--- src/rtl/match_logger_pkg.sv ---
// match_logger_pkg: shared defaults, FIFO entry layout and level-width helper for the match event logger.
package match_logger_pkg;
   localparam int DEPTH_DEF = 8;
   localparam int TS_W_DEF  = 16;
   localparam int CNT_W_DEF = 16;
   typedef struct packed {
      logic                ovf;
      logic [TS_W_DEF-1:0] ts;
   } log_entry_t;
   function automatic int lvl_w(input int depth);
      return $clog2(depth) + 1;
   endfunction
endpackage

--- src/rtl/match_log_fifo.sv ---
// match_log_fifo: synchronous show-ahead FIFO; a push into a full FIFO is taken only when a pop happens in the same cycle.
module match_log_fifo
   import match_logger_pkg::*;
#(
   parameter int DEPTH = DEPTH_DEF,
   parameter int W     = TS_W_DEF + 1
) (
   input  logic                     clk,
   input  logic                     reset_n,
   input  logic                     clear,
   input  logic                     push,
   input  logic                     pop,
   input  logic [W-1:0]             din,
   output logic [W-1:0]             dout,
   output logic                     full,
   output logic                     empty,
   output logic [lvl_w(DEPTH)-1:0]  level
);
   localparam int AW = $clog2(DEPTH);
   localparam int LW = lvl_w(DEPTH);
   logic [W-1:0]  mem [DEPTH];
   logic [AW-1:0] wp, rp;
   logic          do_push, do_pop;
   assign full    = level == LW'(DEPTH);
   assign empty   = level == '0;
   assign do_pop  = pop & ~empty;
   assign do_push = push & (~full | do_pop);
   assign dout    = mem[rp];
   always_ff @(posedge clk) begin
      if (!reset_n || clear) begin
         wp    <= '0;
         rp    <= '0;
         level <= '0;
      end else begin
         wp    <= wp + AW'(do_push);
         rp    <= rp + AW'(do_pop);
         level <= level + LW'(do_push) - LW'(do_pop);
      end
   end
   always_ff @(posedge clk) begin
      if (do_push && reset_n && !clear) mem[wp] <= din;
   end
endmodule

--- src/rtl/match_event_logger.sv ---
// match_event_logger: timestamps detector matches by bit index into a FIFO with drop tracking.
// Define MATCH_LOGGER_DELTA_EN to report index deltas between events instead of absolute indices.
module match_event_logger
   import match_logger_pkg::*;
#(
   parameter int DEPTH = DEPTH_DEF,
   parameter int TS_W  = TS_W_DEF,
   parameter int CNT_W = CNT_W_DEF
) (
   input  logic                     clk,
   input  logic                     reset_n,
   input  logic                     bit_valid,
   input  logic                     match,
   input  logic                     clear,
   output logic                     rd_valid,
   input  logic                     rd_ready,
   output logic [TS_W-1:0]          rd_ts,
   output logic                     rd_ovf,
   output logic [lvl_w(DEPTH)-1:0]  fifo_level,
   output logic [CNT_W-1:0]         match_count,
   output logic                     overflow_sticky
);
   logic [TS_W-1:0] idx, ts_val;
   logic [TS_W:0]   head;
   logic            ev, pop, full, empty, drop, drop_pending;
   assign ev       = bit_valid & match;
   assign pop      = rd_valid & rd_ready;
   assign drop     = ev & full & ~pop;
   assign rd_valid = ~empty;
   assign rd_ts    = rd_valid ? head[TS_W-1:0] : '0;
   assign rd_ovf   = rd_valid & head[TS_W];
`ifdef MATCH_LOGGER_DELTA_EN
   // gap saturates at all-ones, which doubles as the saturated delta
   logic [TS_W-1:0] gap;
   logic            seen;
   assign ts_val = seen ? gap : idx;
   always_ff @(posedge clk) begin
      if (!reset_n || clear) begin
         gap  <= '0;
         seen <= 1'b0;
      end else if (ev) begin
         gap  <= TS_W'(1);
         seen <= 1'b1;
      end else if (bit_valid && gap != '1) begin
         gap  <= gap + TS_W'(1);
      end
   end
`else
   assign ts_val = idx;
`endif
   match_log_fifo #(.DEPTH(DEPTH), .W(TS_W + 1)) u_fifo (
      .clk     (clk),
      .reset_n (reset_n),
      .clear   (clear),
      .push    (ev),
      .pop     (pop),
      .din     ({drop_pending, ts_val}),
      .dout    (head),
      .full    (full),
      .empty   (empty),
      .level   (fifo_level)
   );
   always_ff @(posedge clk) begin
      if (!reset_n || clear) begin
         idx             <= '0;
         drop_pending    <= 1'b0;
         overflow_sticky <= 1'b0;
         match_count     <= '0;
      end else begin
         idx <= idx + TS_W'(bit_valid);
         if (drop) begin
            drop_pending    <= 1'b1;
            overflow_sticky <= 1'b1;
         end else if (ev) begin
            drop_pending    <= 1'b0;
         end
         if (ev && match_count != '1) match_count <= match_count + CNT_W'(1);
      end
   end
endmodule

--- config.mk ---
export PLATFORM = sky130hd
export DESIGN_NAME = match_event_logger
export DESIGN_NICKNAME = d
export VERILOG_FILES = /design/src/rtl/match_logger_pkg.sv /design/src/rtl/match_log_fifo.sv /design/src/rtl/match_event_logger.sv
export SDC_FILE = /design/constraint.sdc
export NUM_CORES = 1
export LEC_CHECK = 0
export BUFFER_PORTS_ARGS = -buffer_cell sky130_fd_sc_hd__buf_2
export CORE_ASPECT_RATIO = 0.6
export CORE_MARGIN = 5
export CORE_UTILIZATION = 35
export CTS_CLUSTER_DIAMETER = 120
export DETAILED_ROUTE_END_ITERATION = 6
export GPL_ROUTABILITY_DRIVEN = 0
export SLEW_MARGIN = 30
export SYNTH_ARGS = -nofsm -noshare
export SYNTH_HDL_FRONTEND = slang
export SYNTH_SLANG_ARGS = --single-unit
--- constraint.sdc ---
create_clock -name clk -period 4.5 [get_ports clk]
set_input_delay 0 -clock clk [delete_from_list [all_inputs] [get_ports clk]]
set_output_delay 0 -clock clk [all_outputs]
set_load 0.01 [all_outputs]
==> impl_metrics.yaml <==
sta:
  worst_pin_slew_ns: 0.839
  timing.final.crit_share_pct: 61.8
  rsz0062_at_grt: "false"
  timing.final.ws_setup_ns: 1.72
  clock.fmax_mhz: 359
  finalCriticalPeriod_ns: 2.78
  fin_tns_setup_ns: 0
  slew_violations: 0
  setup_violations: 0
  slew_headroom_pct: 43.9
  final_hold_viol_count: 0
  hold_ws_ns: 0.0517
  fin_skew_ns: 0.00973
yosys:
  synthDistinctLibCells: 39
  syn_nets: 486
  ys_ff_latch: 180
  syn_inst: 467
  yosysSeqAreaShare_pct: 68.3
  postSynthAreaPerCell_um2: 15.6
  yosysWarnings: 0
  netlist_area_um2: 7270
routing:
  drc: 0
  firstDrtPassIters: 4
  ant_nets: 0
  wl_per_cell_um: 19.2
  routed_wl_mm: 15.6
  drt-initial-drc-count: 286
  vias: 4146
  via_per_inst: 5.10
power_and_ir_drop:
  clkPwrFrac_pct: 37.5
  combPwrFrac_pct: 15.5
  p_int_uw: 2870
  powerDensity_nw_per_um2: 459
  swShare_pct: 26.0
  p_seq_share_pct: 47.0
  p_sw_uw: 1010
  leakagePower_uw: 0.00286
  p_total_uw: 3880
  vdd_drop_max_uv: 271
final_layout:
  num_antenna_cells: 0
  fill_cells: 1829
  postLayoutCoreUtil_pct: 41.9
  fin_nets: 546
  seqCellArea_um2: 4970
  multi_input_area_um2: 2180
  drive_above_1_share_pct: 24.3
  syn_to_final_growth_pct: 16.6
worst_hold_path:
  min_from: "clear"
  hold-path-cell-count: 4
  hp-class: "in2reg"
  min_to: "match_count[11]"
worst_setup_path:
  rr_startpoint: "u_fifo.level[2]"
  crit_fanout: 10
  worstSetupEndpointType: "flop"
  reg2regPathDepth: 7
  worstPathArrival_ns: 2.91
  crit_type: "reg2reg"
  timing.rr.end: "u_fifo.mem[5][11]"
  worst-r2r-setup-slack_ns: 1.72
  worstPathRequired_ns: 4.62
  cp-start-kind: "flop"
global_route:
  track_usage_pct: 13.7
  antenna_found_initial: 0
  grt_pass1_vias: 4129
  grt_max_degree: 36
  grt_overflow: 0
  grt_pass1_wl_mm: 24.6
placement:
  place_hpwl_mm: 10.0
  pre_cts_ws_ns: 1.74
  portBuffers: 44
clock_network:
  root_buffer: "clkbuf_16"
  clk_path_buf_depth: 2
  clk_pin_slew_ns: 0.07
  cts_tree: "done"
  htree_num_levels: 4
  cts_made_buffers: 17
  clock_sinks: 180
  worstSkewPairLatency_ns: 0.43
  cts_setup_buffers: 0
die:
  rows: 40
  die_area_um2: 23800
  io_pins: 45
  fp.coreArea_um2: 20200
  die-width_um: 196
  initial_core_util_pct: 35.9
  die_h_um: 122
run_status:
  status: "finished clean"
flow_run:
  maxCapViolCount: 0
-- layout make-up --
type | count | area share (%)
clock buffers | 17 | 5.02
clock inverters | 15 | 1.83
inverters | 14 | 0.620
multi-input cells | 253 | 25.7
flip-flops and latches | 180 | 58.6
well taps | 273 | 4.03
repair buffers | 61 | 4.16
-- repair_timing --
item / in CTS / in global routing
gates resized for setup: 0 / 0
hold buffers: 2 / 0
hold endpoints to repair: 4 / 0
-- critical path, cell delays in order (launching register included) --
cell and delay [ns]:
dfxtp_1 0.33, inv_1 0.07, ha_1 0.20, nand2b_1 0.15
a31oi_1 0.41, nand3_1 0.25, nor2_1 0.71, buf_4 0.34
-- placed cells by master (no fill, tap or decap), types with 3 or more instances in the layout --
cell type   instances
clkinvlp_4          3
xnor2_1            12
or3_1               5
nand3_1             7
and2_1             10
nor3_1              6
a31oi_1             3
inv_1              14
mux2i_1            20
o21ai_0             8
nand2b_1            5
buf_2              44
nand2_1            18
or4_1               5
ha_1               12
mux4_2             34
dfxtp_1            43
buf_4              15
inv_6               4
o31ai_1             6
nor4_1              7
nand4_1             9
clkbuf_16          17
clkinv_2            3
nor2_1             51
edfxtp_1          136
xor2_1              4
a21oi_1            12
-- power groups by stage --
stage | sequential, µW | combinational [µW] | clock (µW)
after detailed placement | 1860 | 612 | 0
after floorplan | 1840 | 397 | 0
after global placement | 1860 | 601 | 0
after CTS | 1830 | 614 | 1490
after global routing | 1830 | 668 | 1570
final | 1830 | 602 | 1460
-- cell families (layout without fill, tap and decap cells) --
| family | Yosys count | count (layout) | share of synthesized area [%] |
|---|---|---|---|
| buffers and inverters | 34 | 107 | 1.88 |
| xor gates and xnor gates | 16 | 16 | 1.93 |
| adders and majority gates | 13 | 13 | 2.34 |
| and+or+nand+nor | 132 | 132 | 8.95 |
| DFF | 180 | 180 | 68.3 |
| AOI/OAI and AO/OA | 38 | 38 | 3.29 |
| muxes | 54 | 54 | 13.3 |
-- synth_stat cells --
cell type	n	area [µm²]
nand3_1	7	35.0
and2_1	10	62.6
nor3_1	8	40.0
and3_1	1	6.26
nand2b_1	5	31.3
or2_2	1	6.26
o31ai_1	6	45.0
fa_1	1	20.0
edfxtp_1	136	4080
nand3_2	1	10.0
a31oi_1	3	18.8
a21o_1	1	7.51
and4_1	1	8.76
xnor2_1	12	105
buf_2	7	35.0
nand4_1	9	56.3
inv_1	14	52.6
o21ai_0	8	40.0
a31o_2	1	8.76
or4_1	5	37.5
nand2_1	18	67.6
nor2b_1	1	6.26
a311oi_1	1	8.76
a41o_1	1	10.0
dfxtp_1	44	881
mux2i_1	20	200
a211oi_1	2	15.0
o211ai_1	2	15.0
a21oi_1	12	60.1
nand3b_1	1	7.51
mux4_2	34	766
nor4_1	7	43.8
clkbuf_1	13	48.8
nor4b_1	1	8.76
ha_1	12	150
xor2_1	4	35.0
nor2_1	51	191
or3_1	5	31.3
o311a_1	1	10.0
-- metal layers --
layer | vias to the layer above | track usage [%] | wire, µm
met4 | 0 | 4.18 | 229
met3 | 14 | 2.82 | 679
met5 | - | 0 | 0
li1 | 1912 | - | -
met1 | 2128 | 20.4 | 7700
met2 | 92 | 20.3 | 6970
-- state kept, by name, indices dropped and copies added (netlist names) --
signal	cells
idx	16
u_fifo.level	4
u_fifo.wp	3
match_count	16
overflow_sticky	1
drop_pending	1
u_fifo.mem	136
u_fifo.rp	3
-- how the worst max path moves through the flow --
stage	from	end	cells after the start
after floorplan	u_fifo.level[2]	u_fifo.mem[1][0]	6
after global placement	u_fifo.level[2]	u_fifo.mem[5][14]	7
after detailed placement	u_fifo.level[2]	u_fifo.mem[5][14]	7
after CTS	u_fifo.level[2]	u_fifo.mem[5][13]	7
after global routing	u_fifo.level[2]	u_fifo.mem[5][13]	7
final	u_fifo.level[2]	u_fifo.mem[5][11]	7
-- metrics by stage --
stage	cell area, µm²	instances
2_1_floorplan	7270	467
3_3_place_gp	7870	779
3_5_place_dp	7870	779
4_1_cts	8470	813
5_1_grt	8470	813
6_report	8470	813
Note: power is estimated with default switching activity, not from simulation.
